## src/rtl/cpu_constant_library.sv

```systemverilog
// Shared constants and control-bundle types for the MIPS pipeline control path.
package cpu_constant_library;

   localparam logic [1:0] FWD_REGFILE = 2'b00;
   localparam logic [1:0] FWD_EX_MEM  = 2'b10;
   localparam logic [1:0] FWD_MEM_WB  = 2'b01;

   // Decoder control bundle as held in ID/EX.
   typedef struct packed {
      logic reg_dst;
      logic branch;
      logic mem_read;
      logic mem_to_reg;
      logic mem_write;
      logic alu_src;
      logic reg_write;
   } id_ex_ctrl_t;

   typedef struct packed {
      logic branch;
      logic mem_read;
      logic mem_write;
      logic mem_to_reg;
      logic reg_write;
   } ex_mem_ctrl_t;

   typedef struct packed {
      logic mem_to_reg;
      logic reg_write;
   } mem_wb_ctrl_t;

endpackage

```

## src/rtl/hazard_forward_unit.sv

```systemverilog
// Combinational load-use stall detection and EX-stage operand forwarding selects.
module hazard_forward_unit
   import cpu_constant_library::*;
#(
   parameter int REG_ADDR_W = 5
) (
   input  logic                  id_valid_i,
   input  logic [REG_ADDR_W-1:0] id_rs_i,
   input  logic [REG_ADDR_W-1:0] id_rt_i,
   input  logic                  ex_mem_read_i,
   input  logic [REG_ADDR_W-1:0] ex_rs_i,
   input  logic [REG_ADDR_W-1:0] ex_rt_i,
   input  logic                  mem_reg_write_i,
   input  logic [REG_ADDR_W-1:0] mem_dest_i,
   input  logic                  wb_reg_write_i,
   input  logic [REG_ADDR_W-1:0] wb_dest_i,
   input  logic                  flush_i,
   output logic                  stall_o,
   output logic [1:0]            forward_a_o,
   output logic [1:0]            forward_b_o
);

   // The younger producer (EX/MEM) wins when both stages target the same register.
   function automatic logic [1:0] fwd_sel(
      input logic [REG_ADDR_W-1:0] src,
      input logic                  mem_rw,
      input logic [REG_ADDR_W-1:0] mem_dest,
      input logic                  wb_rw,
      input logic [REG_ADDR_W-1:0] wb_dest
   );
      logic [1:0] sel;
      sel = FWD_REGFILE;
      if (mem_rw && (mem_dest != '0) && (mem_dest == src)) begin
         sel = FWD_EX_MEM;
      end else if (wb_rw && (wb_dest != '0) && (wb_dest == src)) begin
         sel = FWD_MEM_WB;
      end
      return sel;
   endfunction

   logic load_use;

   always_comb begin
      load_use = id_valid_i & ex_mem_read_i & (ex_rt_i != '0) &
                 ((ex_rt_i == id_rs_i) | (ex_rt_i == id_rt_i));
      stall_o  = load_use & ~flush_i;
      forward_a_o = fwd_sel(ex_rs_i, mem_reg_write_i, mem_dest_i, wb_reg_write_i, wb_dest_i);
      forward_b_o = fwd_sel(ex_rt_i, mem_reg_write_i, mem_dest_i, wb_reg_write_i, wb_dest_i);
   end

endmodule

```

## src/rtl/ctrl_pipeline.sv

```systemverilog
// Carries decoder control fields through ID/EX, EX/MEM and MEM/WB and drives
// the stall, flush and forwarding controls of the 5-stage MIPS datapath.
module ctrl_pipeline
   import cpu_constant_library::*;
#(
   parameter int REG_ADDR_W = 5,
   parameter int ALU_OP_W   = 2
) (
   input  logic                  clk,
   input  logic                  rst,
   input  logic                  id_valid,
   input  logic                  id_reg_dst,
   input  logic                  id_branch,
   input  logic                  id_mem_read,
   input  logic                  id_mem_to_reg,
   input  logic                  id_mem_write,
   input  logic                  id_alu_src,
   input  logic                  id_reg_write,
   input  logic [ALU_OP_W-1:0]   id_alu_op,
   input  logic [REG_ADDR_W-1:0] id_rs,
   input  logic [REG_ADDR_W-1:0] id_rt,
   input  logic [REG_ADDR_W-1:0] id_rd,
   input  logic                  mem_zero,
   output logic                  ex_reg_dst,
   output logic                  ex_alu_src,
   output logic [ALU_OP_W-1:0]   ex_alu_op,
   output logic [REG_ADDR_W-1:0] ex_rs,
   output logic [REG_ADDR_W-1:0] ex_rt,
   output logic                  mem_read,
   output logic                  mem_write,
   output logic                  branch_taken,
   output logic                  wb_reg_write,
   output logic                  wb_mem_to_reg,
   output logic [REG_ADDR_W-1:0] wb_reg,
   output logic [1:0]            forward_a,
   output logic [1:0]            forward_b,
   output logic                  pc_write_en,
   output logic                  if_id_write_en,
   output logic                  if_id_flush
);

   id_ex_ctrl_t           id_ctrl;
   id_ex_ctrl_t           ex_ctrl_q, ex_ctrl_d;
   logic                  ex_valid_q, ex_valid_d;
   logic [ALU_OP_W-1:0]   ex_alu_op_q, ex_alu_op_d;
   logic [REG_ADDR_W-1:0] ex_rs_q, ex_rs_d;
   logic [REG_ADDR_W-1:0] ex_rt_q, ex_rt_d;
   logic [REG_ADDR_W-1:0] ex_rd_q, ex_rd_d;

   ex_mem_ctrl_t          mem_ctrl_q, mem_ctrl_d;
   logic                  mem_valid_q, mem_valid_d;
   logic [REG_ADDR_W-1:0] mem_dest_q, mem_dest_d;

   mem_wb_ctrl_t          wb_ctrl_q, wb_ctrl_d;
   logic                  wb_valid_q, wb_valid_d;
   logic [REG_ADDR_W-1:0] wb_reg_q, wb_reg_d;

   logic                  stall;
   logic                  taken;
   logic                  wb_rw;

   assign id_ctrl = '{reg_dst:    id_reg_dst,
                      branch:     id_branch,
                      mem_read:   id_mem_read,
                      mem_to_reg: id_mem_to_reg,
                      mem_write:  id_mem_write,
                      alu_src:    id_alu_src,
                      reg_write:  id_reg_write};

   assign taken = mem_valid_q & mem_ctrl_q.branch & mem_zero;
   assign wb_rw = wb_valid_q & wb_ctrl_q.reg_write;

   hazard_forward_unit #(
      .REG_ADDR_W(REG_ADDR_W)
   ) u_hazard (
      .id_valid_i      (id_valid),
      .id_rs_i         (id_rs),
      .id_rt_i         (id_rt),
      .ex_mem_read_i   (ex_ctrl_q.mem_read),
      .ex_rs_i         (ex_rs_q),
      .ex_rt_i         (ex_rt_q),
      .mem_reg_write_i (mem_ctrl_q.reg_write),
      .mem_dest_i      (mem_dest_q),
      .wb_reg_write_i  (wb_rw),
      .wb_dest_i       (wb_reg_q),
      .flush_i         (taken),
      .stall_o         (stall),
      .forward_a_o     (forward_a),
      .forward_b_o     (forward_b)
   );

   // ID -> EX: stalls, flushes and invalid slots all load a bubble.
   always_comb begin
      ex_valid_d  = 1'b0;
      ex_ctrl_d   = '0;
      ex_alu_op_d = '0;
      ex_rs_d     = '0;
      ex_rt_d     = '0;
      ex_rd_d     = '0;
      if (id_valid && !stall && !taken) begin
         ex_valid_d  = 1'b1;
         ex_ctrl_d   = id_ctrl;
         ex_alu_op_d = id_alu_op;
         ex_rs_d     = id_rs;
         ex_rt_d     = id_rt;
         ex_rd_d     = id_rd;
      end
   end

   // EX -> MEM: destination register is resolved here.
   always_comb begin
      mem_valid_d = 1'b0;
      mem_ctrl_d  = '0;
      mem_dest_d  = '0;
      if (ex_valid_q && !taken) begin
         mem_valid_d = 1'b1;
         mem_ctrl_d  = '{branch:     ex_ctrl_q.branch,
                         mem_read:   ex_ctrl_q.mem_read,
                         mem_write:  ex_ctrl_q.mem_write,
                         mem_to_reg: ex_ctrl_q.mem_to_reg,
                         reg_write:  ex_ctrl_q.reg_write};
         mem_dest_d  = ex_ctrl_q.reg_dst ? ex_rd_q : ex_rt_q;
      end
   end

   // MEM -> WB: the branch itself retires, so this stage is never squashed.
   always_comb begin
      wb_valid_d = mem_valid_q;
      wb_ctrl_d  = '{mem_to_reg: mem_ctrl_q.mem_to_reg,
                     reg_write:  mem_ctrl_q.reg_write};
      wb_reg_d   = mem_dest_q;
   end

   always_ff @(posedge clk) begin
      if (rst) begin
         ex_valid_q  <= 1'b0;
         ex_ctrl_q   <= '0;
         ex_alu_op_q <= '0;
         ex_rs_q     <= '0;
         ex_rt_q     <= '0;
         ex_rd_q     <= '0;
         mem_valid_q <= 1'b0;
         mem_ctrl_q  <= '0;
         mem_dest_q  <= '0;
         wb_valid_q  <= 1'b0;
         wb_ctrl_q   <= '0;
         wb_reg_q    <= '0;
      end else begin
         ex_valid_q  <= ex_valid_d;
         ex_ctrl_q   <= ex_ctrl_d;
         ex_alu_op_q <= ex_alu_op_d;
         ex_rs_q     <= ex_rs_d;
         ex_rt_q     <= ex_rt_d;
         ex_rd_q     <= ex_rd_d;
         mem_valid_q <= mem_valid_d;
         mem_ctrl_q  <= mem_ctrl_d;
         mem_dest_q  <= mem_dest_d;
         wb_valid_q  <= wb_valid_d;
         wb_ctrl_q   <= wb_ctrl_d;
         wb_reg_q    <= wb_reg_d;
      end
   end

   assign ex_reg_dst     = ex_ctrl_q.reg_dst;
   assign ex_alu_src     = ex_ctrl_q.alu_src;
   assign ex_alu_op      = ex_alu_op_q;
   assign ex_rs          = ex_rs_q;
   assign ex_rt          = ex_rt_q;
   assign mem_read       = mem_ctrl_q.mem_read;
   assign mem_write      = mem_ctrl_q.mem_write;
   assign branch_taken   = taken;
   assign wb_reg_write   = wb_rw;
   assign wb_mem_to_reg  = wb_ctrl_q.mem_to_reg;
   assign wb_reg         = wb_reg_q;
   assign pc_write_en    = ~stall;
   assign if_id_write_en = ~stall;
   assign if_id_flush    = taken;

endmodule

```

## config.mk

```make
export PLATFORM = sky130hd
export DESIGN_NAME = ctrl_pipeline
export DESIGN_NICKNAME = d
export VERILOG_FILES = /design/src/rtl/cpu_constant_library.sv /design/src/rtl/hazard_forward_unit.sv /design/src/rtl/ctrl_pipeline.sv
export SDC_FILE = /design/constraint.sdc
export NUM_CORES = 1
export LEC_CHECK = 0
export BUFFER_PORTS_ARGS = -buffer_cell sky130_fd_sc_hd__buf_2
export CORE_UTILIZATION = 42
export CTS_BUF_LIST = sky130_fd_sc_hd__clkbuf_16
export DETAILED_ROUTE_END_ITERATION = 8
export GPL_TIMING_DRIVEN = 0
export HOLD_SLACK_MARGIN = 0.12
export PLACE_DENSITY_LB_ADDON = 0.15
export SLEW_MARGIN = 20
export SYNTH_ARGS = -nofsm -noshare
export SYNTH_HDL_FRONTEND = slang
export SYNTH_SLANG_ARGS = --single-unit
```

## constraint.sdc

```tcl
create_clock -name clk -period 1.9 [get_ports clk]
set_input_delay 0 -clock clk [delete_from_list [all_inputs] [get_ports clk]]
set_output_delay 0 -clock clk [all_outputs]
set_load 0.02 [all_outputs]
```

==> results of run 1 <==
==> layer usage <==
metal	vias to the layer above	part of all wire	wire (µm)	GRT usage
met5	-	0	0	0
met4	0	0.013	57	0.0745
met3	6	0.052	230	0.0439
met2	55	0.50	2170	0.345
met1	744	0.44	1920	0.256
li1	834	-	-	-
==> per-stage QoR <==
| step | total power [mW] | utilization |
|---|---|---|
| 6_report | 2.43 | 0.664 |
| 5_1_grt | 2.52 | 0.664 |
| 4_1_cts | 2.44 | 0.657 |
| 3_5_place_dp | 1.18 | 0.529 |
| 3_3_place_gp | 1.18 | 0.529 |
| 2_1_floorplan | 1.10 | - |
==> cells in the final DEF, fill, tap and decap left out <==
| master | Yosys | routed |
|---|---|---|
| a21oi_1 | 25 | 25 |
| and3_1 | 6 | 6 |
| xnor2_1 | 16 | 16 |
| nor3_1 | 1 | 1 |
| o22ai_4 | 0 | 1 |
| nand3_1 | 28 | 28 |
| or4_1 | 4 | 3 |
| buf_4 | 2 | 8 |
| xor2_1 | 14 | 14 |
| inv_1 | 1 | 1 |
| nor2b_1 | 8 | 8 |
| mux2i_1 | 5 | 5 |
| clkbuf_1 | 6 | 6 |
| or4_4 | 0 | 1 |
| nor4_2 | 4 | 4 |
| o21ai_4 | 0 | 1 |
| buf_2 | 9 | 57 |
| nor2_1 | 7 | 7 |
| clkbuf_4 | 0 | 2 |
| bufinv_16 | 0 | 3 |
| buf_6 | 0 | 2 |
| dfxtp_1 | 44 | 37 |
| dlygate4sd3_1 | 0 | 26 |
| buf_1 | 1 | 1 |
| and2_1 | 1 | 1 |
| dfxtp_2 | 0 | 6 |
| dfxtp_4 | 0 | 1 |
| o21ai_1 | 1 | 1 |
| clkbuf_16 | 0 | 5 |
| a211oi_4 | 0 | 1 |
| nand2_1 | 6 | 6 |
==> timing repair <==
action                                 in CTS  in global routing
endpoints found under the hold margin      32                  0
hold buffers                               26                  0
setup endpoints to repair                   4                  3
gates resized for setup                     7                 15
pin swaps                                   3                  4
buffers inserted                            2                  1
==> cell type report <==
| class | instances | area, µm² | share of cell area |
|---|---|---|---|
| sequential | 44 | 892 | 0.329 |
| multi-input combinational | 129 | 871 | 0.321 |
| timing repair buffer | 86 | 573 | 0.211 |
| clock buffer | 5 | 125 | 0.0461 |
| buffer | 16 | 96.3 | 0.0355 |
| clock inverter | 3 | 90.1 | 0.0332 |
| tap | 50 | 62.6 | 0.0231 |
| inverter | 1 | 3.75 | 0.00138 |
==> path summary, 6_finish.rpt <==
check | endpoint | startpoint
setup / recovery | forward_a[0] | wb_reg[2]
setup reg to reg | ex_reg_dst | ex_rt[0]
hold / removal | wb_mem_to_reg | mem_ctrl_q[1]
hold reg to reg | wb_mem_to_reg | mem_ctrl_q[1]
==> cell families (layout without fill, tap and decap cells) <==
logic type / count (synthesis) / count (layout) / synth area share
xor gates and xnor gates: 30 / 30 / 0.145
AOI/OAI and AO/OA: 29 / 29 / 0.0903
buffers and inverters: 19 / 111 / 0.0496
muxes: 5 / 5 / 0.0276
and+or+nand+nor: 65 / 65 / 0.203
DFF: 44 / 44 / 0.485
==> where the power goes <==
group          switching (mW)  internal [mW]
combinational           0.122          0.122
sequential             0.0193          0.948
clock                   0.331          0.885
==> metrics, run 1 <==
count leader, synth dfxtp_1; largest area contributor in the netlist dfxtp_1; ys flop type dfxtp_1; first-pass iteration count of the detailed router 4; Synth Area per Inst 9.46 µm²; I/O Buffers 57; crit-path cells or4_1, o21ai_1, or4_1, nor4_2, buf_4; top cells by area, synth dfxtp_1 49%, nand3_1 7.7%, xnor2_1 7.7%, a21oi_1 6.9%, xor2_1 6.8%; crit-path max cell delay 540 ps; Worst path slowest cell or4_1; Post-Syn Area 1820 µm²; Seq/Total Area, Yosys 0.485; Max FO, Critical Path 4; worst IR drop on VDD 0.000685 V; final setup margin 75.3 ps; number of synthesized flops with an enable pin 0; first-pass GRT wire length 6.80 mm; initial core utilization 0.444; core footprint 4090 µm²; CP most frequent cell or4_1; share of cells above drive strength 1 0.324; Die H 67.7 µm; io pins 59; clock sink total 44; TritonCTS clock tree done; diode count 0; Vias/cell 4.91; Finish-stage setup viols 0; Pins Over Slew Limit 0; Clock Latency Late Sink 280 ps; final HPWL from detailed placement 2.99 mm; Placed Instances 299; largest net degree at the start of global routing 15; Max Clock Freq 548 MHz; NumNets Final 311; Routed WL per cell 13.1 µm; Final Hold Viols 0; Syn Nets 220; vias in the first global route 1505; critical path class reg2out; leakage 1.27 nW; setup TNS 0 ps; power density cells 894 nW/µm²; post-synthesis async set-or-reset flop share 0; CTS Buf Count 5; H-tree depth 2; Hold Path Depth 1; Netlist cell types 23; Finished Layout Cells 334; Layout area overhead 49.5%; Critical Path Source Type register; Row Count 23; DP Area 2160 µm²; CP top delay family simple AND/OR/NAND/NOR gates; Antenna Nets Post-Route 0; worst path buffer plus inverter count 1; R2R depth 7; clock buffer depth 2; Yosys top cell area share 0.485; Synth warnings 0; Worst Path Required 1900 ps; total gr overflow 0; hold crit path type reg2reg; data arrival time of the critical path 1820 ps; endpoint class of the critical path output port; First DRT Iteration DRCs 40; WL final 4.38 mm; maximum capacitance violations 0; Placement Setup Slack 123 ps; DRC viols 0; die area 4590 µm²; Vias 1639; relative slew slack 0.700; gpl congestion 0.868; Slew @ Worst Pin 451 ps; final instance area 2710 µm²; initial antenna violation count 0; Die Span X 67.7 µm; clock root cell clkbuf_16; post-synthesis cell count 192; synthesized flop and latch total 44; Final period util 0.960; filler instances 335; synth cell count leaders 44 x dfxtp_1, 28 x nand3_1, 25 x a21oi_1, 16 x xnor2_1, 14 x xor2_1; clk slew on worst S/H paths 60 ps; Worst Clk Skew 3.75 ps; worst hold margin 441 ps; flop2flop setup slack 290 ps; gr usage total 0.206; min Tclk post-route 1820 ps; Crit. path cell count 5; status finished, final reports clean
Power figures use the tool's default switching activity.
==> run 2: changes to the inputs <==
--- a/config.mk
+++ b/config.mk
@@ -6,7 +6,7 @@
 export NUM_CORES = 1
 export LEC_CHECK = 0
 export BUFFER_PORTS_ARGS = -buffer_cell sky130_fd_sc_hd__buf_2
-export CORE_UTILIZATION = 42
+export CORE_UTILIZATION = 49
 export CTS_BUF_LIST = sky130_fd_sc_hd__clkbuf_16
 export DETAILED_ROUTE_END_ITERATION = 8
 export GPL_TIMING_DRIVEN = 0
==> run 2 against run 1 <==
Maximum frequency down 1.7%. Combinational power up 3%. Sequential power about the same. Critical path depth unchanged. Critical path type unchanged. Highest routed layer unchanged.
==> metrics, run 2 (same netlist as run 1, synthesis figures left out) <==
Max FO, Critical Path 5 (was 4); leakage 1.25 nW (was 1.27 nW); Slew @ Worst Pin 438 ps (was 451 ps); first-pass GRT wire length 7.38 mm (was 6.80 mm); Pwr Total 2.04 mW (was 2.43 mW); gpl congestion 0.904 (was 0.868); H-tree depth 2 (unchanged); worst IR drop on VDD 0.000497 V (was 0.000685 V); worst path buffer plus inverter count 2 (was 1); Antenna Nets Post-Route 0 (unchanged); worst hold margin 440 ps (was 441 ps); clock buffer depth 2 (unchanged); TritonCTS clock tree done (unchanged); WL final 4.51 mm (was 4.38 mm); clk slew on worst S/H paths 60 ps (about the same); die area 3950 µm² (was 4590 µm²); Final period util 0.977 (was 0.960); Layout area overhead 45.7% (was 49.5%); Reg power frac 0.474 (was 0.399); initial antenna violation count 0 (unchanged); First DRT Iteration DRCs 86 (was 40); power density cells 771 nW/µm² (was 894 nW/µm²); gr usage total 0.247 (was 0.206); io pins 59 (unchanged); final HPWL from detailed placement 2.94 mm (was 2.99 mm); Finish-stage setup viols 0 (unchanged); maximum capacitance violations 0 (unchanged); Internal 1.56 mW (was 1.95 mW); Worst path slowest cell or4_4 (was or4_1); Vias 1692 (was 1639); final core utilization 0.768 (was 0.664); min Tclk post-route 1860 ps (was 1820 ps); I/O Buffers 57 (unchanged); endpoint class of the critical path output port (unchanged); critical path class reg2out (unchanged); commonest non-fill, non-tap cell in the layout buf_2 (unchanged); Routed WL per cell 13.6 µm (was 13.1 µm); vias in the first global route 1577 (was 1505); hold crit path type reg2reg (unchanged); combinational share of power 0.122 (was 0.100); Worst Clk Skew 3.83 ps (was 3.75 ps); DP Area 2160 µm² (about the same); Critical Path Source Type register (unchanged); Row Count 21 (was 23); initial core utilization 0.527 (was 0.444); DRC viols 0 (unchanged); final setup margin 43.4 ps (was 75.3 ps); clock sink total 44 (unchanged); commonest non-fill, non-tap cells in the layout 61 x buf_2, 36 x dfxtp_1, 28 x nand3_1, 26 x dlygate4sd3_1, 25 x a21oi_1 (was 57 x buf_2, 37 x dfxtp_1, 28 x nand3_1, 26 x dlygate4sd3_1, 25 x a21oi_1); filler instances 231 (was 335); final instance area 2650 µm² (was 2710 µm²); Switching Share 0.237 (was 0.194); largest net degree at the start of global routing 15 (unchanged); clock root cell clkbuf_16 (unchanged); core footprint 3440 µm² (was 4090 µm²); CP top delay family simple AND/OR/NAND/NOR gates (unchanged); Vias/cell 5.10 (was 4.91); Die Span X 62.9 µm (was 67.7 µm); share of cells above drive strength 1 0.336 (was 0.324); Placement Setup Slack 80.2 ps (was 123 ps); Die H 62.9 µm (was 67.7 µm); diode count 0 (unchanged); Final Hold Viols 0 (unchanged); status finished, final reports clean (unchanged); Worst Path Required 1900 ps (about the same); relative slew slack 0.708 (was 0.700); Clock Latency Late Sink 290 ps (was 280 ps); crit-path cells buf_6, xor2_1, or4_4, nor4_2, buf_4 (was or4_1, o21ai_1, or4_1, nor4_2, buf_4); total gr overflow 0 (unchanged); switching pwr 483 µW (was 472 µW); first-pass iteration count of the detailed router 4 (unchanged); CTS Buf Count 5 (unchanged); Pins Over Slew Limit 0 (unchanged); data arrival time of the critical path 1860 ps (was 1820 ps); crit-path max cell delay 510 ps (was 540 ps); clock network power share 0.403 (was 0.501); Max Clock Freq 539 MHz (was 548 MHz); NumNets Final 313 (was 311)
==> run 2: path summary, 6_finish.rpt <==
kind | slack, ps | startpoint | cells after the start | end
min | 440 | mem_ctrl_q[1] | 1 | wb_mem_to_reg
max reg2reg | 260 | ex_rt[0] | 7 | ex_rs[1]
min reg2reg | 440 | mem_ctrl_q[1] | 1 | wb_mem_to_reg
max | 40 | ex_rt[4] | 5 | forward_b[0]
==> run 2: routing by layer <==
layer | vias to the layer above | share of wire | GRT usage
li1 | 840 | - | -
met1 | 756 | 0.41 | 0.295
met2 | 84 | 0.49 | 0.409
met3 | 12 | 0.068 | 0.0474
met4 | 0 | 0.030 | 0.145
met5 | - | 0 | 0
==> run 2: final cells by class <==
class                      count  area (µm²)  area share
inverter                       1        3.75     0.00142
buffer                        17        96.3      0.0364
clock buffer                   5         125      0.0473
sequential                    44         891       0.337
tap                           46        57.6      0.0218
clock inverter                 3        18.8     0.00710
multi-input combinational    129         875       0.331
timing repair buffer          87         578       0.219
==> run 2: through the flow <==
stage	TNS, ps	instances
final	0	332
after global routing	-10.1	332
after CTS	0	331
after detailed placement	0	295
after global placement	0	295
after floorplan	0	192
==> run 2: timing repair <==
action,4_1_cts,5_1_grt
gates resized for setup,8,12
hold buffers,26,0
buffers inserted,2,2
endpoints found under the setup margin,3,3
endpoints found under the hold margin,32,0
pin swaps,3,2
cloned,0,0
==> run 2: power groups by stage <==
stage	clock network, mW	registers, mW	logic [mW]
floorplan	0	0.997	0.107
global placement	0	0.983	0.191
detailed placement	0	0.984	0.193
CTS	0.834	0.964	0.244
global route	0.874	0.969	0.271
finish	0.822	0.967	0.250
==> run 3: changes to the inputs <==
--- a/config.mk
+++ b/config.mk
@@ -6,7 +6,7 @@
 export NUM_CORES = 1
 export LEC_CHECK = 0
 export BUFFER_PORTS_ARGS = -buffer_cell sky130_fd_sc_hd__buf_2
-export CORE_UTILIZATION = 49
+export CORE_UTILIZATION = 40
 export CTS_BUF_LIST = sky130_fd_sc_hd__clkbuf_16
 export DETAILED_ROUTE_END_ITERATION = 8
 export GPL_TIMING_DRIVEN = 0
==> constraint.sdc (replaced) <==
create_clock -name clk -period 1.9 [get_ports clk]
set_input_delay 0.38 -clock clk [delete_from_list [all_inputs] [get_ports clk]]
set_output_delay 0.38 -clock clk [all_outputs]
set_load 0.02 [all_outputs]
==> run 3 against run 2 <==
The run now ends with negative setup slack left. Routed wire length fell by 0.78%. Maximum frequency fell by 14%. Clock power fell by 2%. Total power fell by 1.1%. Sequential power barely moved. Non-clock buffer count fell by 17. Sequential share of layout area rose by 0.49 points. Critical endpoint unchanged. Highest routed layer unchanged.
==> metrics, run 3 (same netlist as run 1, synthesis figures left out) <==
core footprint 4350 µm² (was 3440 µm²); Row Count 24 (was 21); filler instances 396 (was 231); commonest non-fill, non-tap cells in the layout 52 x buf_2, 29 x dfxtp_1, 25 x nand3_1, 25 x a21oi_1, 19 x buf_4 (was 61 x buf_2, 36 x dfxtp_1, 28 x nand3_1, 26 x dlygate4sd3_1, 25 x a21oi_1); Die H 69.4 µm (was 62.9 µm); Slew @ Worst Pin 428 ps (was 438 ps); Pins Over Slew Limit 0 (unchanged); gpl congestion 0.843 (was 0.904); Worst Clk Skew 2.63 ps (was 3.83 ps); CTS Hold Bufs 0 (was 26); commonest non-fill, non-tap cell in the layout buf_2 (unchanged); min Tclk post-route 2170 ps (was 1860 ps); WL final 4.47 mm (was 4.51 mm); die area 4810 µm² (was 3950 µm²); Routed WL per cell 13.9 µm (was 13.6 µm); final core utilization 0.618 (was 0.768); vias in the first global route 1484 (was 1577); gr usage total 0.194 (was 0.247); final HPWL from detailed placement 3.11 mm (was 2.94 mm); Antenna Nets Post-Route 0 (unchanged); io pins 59 (unchanged); relative slew slack 0.715 (was 0.708); maximum capacitance violations 0 (unchanged); Final Hold Viols 0 (unchanged); Crit Reg-Reg Startpoint ex_rt[4] (was ex_rt[0]); Die Span X 69.4 µm (was 62.9 µm); clock buffer depth 2 (unchanged); status finished, violations left (was finished, final reports clean); initial antenna violation count 0 (unchanged); worst IR drop on VDD 0.000424 V (was 0.000497 V); Vias 1599 (was 1692); Finished Layout Cells 321 (was 332); TritonCTS clock tree done (unchanged); Max FO, Critical Path 7 (was 5); Final period util 1.14 (was 0.977); endpoint class of the critical path output port (unchanged); first-pass GRT wire length 7.18 mm (was 7.38 mm); Placement Setup Slack -119 ps (was 80.2 ps); DRC viols 0 (unchanged); clock sink total 44 (unchanged); H-tree depth 2 (unchanged); Crit. Startpoint ex_rt[3] (was ex_rt[4]); clk slew on worst S/H paths 60 ps (about the same); Finish-stage setup viols 6 (was 0); worst hold path startpoint id_rd[2] (was mem_ctrl_q[1]); Layout area overhead 48.2% (was 45.7%); Placed Instances 301 (was 295); share of cells above drive strength 1 0.483 (was 0.336); initial core utilization 0.417 (was 0.527); Critical Path Source Type register (unchanged); total gr overflow 0 (unchanged); CTS Buf Count 5 (unchanged); leakage 1.28 nW (was 1.25 nW); hold crit path type in2reg (was reg2reg); clock root cell clkbuf_16 (unchanged); unrepaired setup endpoints after global routing true; first-pass iteration count of the detailed router 4 (unchanged); I/O Buffers 57 (unchanged); Vias/cell 4.98 (was 5.10); NumNets Final 296 (was 313); First DRT Iteration DRCs 52 (was 86); data arrival time of the critical path 1790 ps (was 1860 ps); storage element area 920 µm² (was 891 µm²); area of the multi-input gates 1030 µm² (was 875 µm²); failing checks negative setup slack; Pwr Total 2.02 mW (was 2.04 mW); critical path class reg2out (unchanged); diode count 0 (unchanged); Max Clock Freq 461 MHz (was 539 MHz); Clock Latency Late Sink 280 ps (was 290 ps); final setup margin -268 ps (was 43.4 ps); power density cells 749 nW/µm² (was 771 nW/µm²); largest net degree at the start of global routing 14 (was 15); Worst Path Required 1520 ps (was 1900 ps)
[run 3: final timing paths]
path                                       to  slack, ps  depth (start not counted)
worst max-delay path             forward_b[0]       -270                          4
worst min-delay path               ex_rd_q[2]        340                          3
worst max register to register       ex_rs[1]         70                          9
worst min register to register  wb_mem_to_reg        450                          1
[run 3: per-stage QoR]
step           hold slack, ps  cell area (µm²)  TNS, ps
3_5_place_dp              446             2270     -212
5_1_grt                   348             2690    -1350
4_1_cts                   336             2570    -1040
6_report                  344             2690    -1070
3_3_place_gp              422             2270     -168
2_1_floorplan             414             1920    -38.5
[run 3: layout make-up]
type,instances,area share
Buffer,13,0.0302
Clock buffer,5,0.0465
Clock inverter,3,0.00558
Inverter,1,0.00139
Multi-Input combinational cell,129,0.384
Sequential cell,44,0.342
Tap cell,52,0.0242
Timing Repair Buffer,74,0.166
[run 3: report_power, final]
| part | leakage [nW] | internal (mW) | total (mW) | switching [mW] |
|---|---|---|---|---|
| registers | 0.368 | 0.941 | 0.964 | 0.0228 |
| logic | 0.846 | 0.111 | 0.244 | 0.132 |
| clock network | 0.0687 | 0.477 | 0.809 | 0.332 |
| total | 1.28 | 1.53 | 2.02 | 0.488 |
[run 3: critical path: stages (launching register included)]
cell	delay [ps]
dfxtp_4	380
xor2_1	150
or4_4	530
nor4_4	270
buf_4	170
[run 3: per-layer routing]
layer	global-route usage	share of wire	vias up
met2	0.327	0.49	53
li1	-	-	800
met5	0	0	-
met3	0.0509	0.053	9
met4	0.0680	0.022	0
met1	0.240	0.44	737
[run 3: what timing repair did]
action / in CTS / in global routing
setup endpoints to repair: 6 / 6
setup buffers: 6 / 11
pin swaps: 13 / 11
gates resized for setup: 26 / 20
cloned: 0 / 0
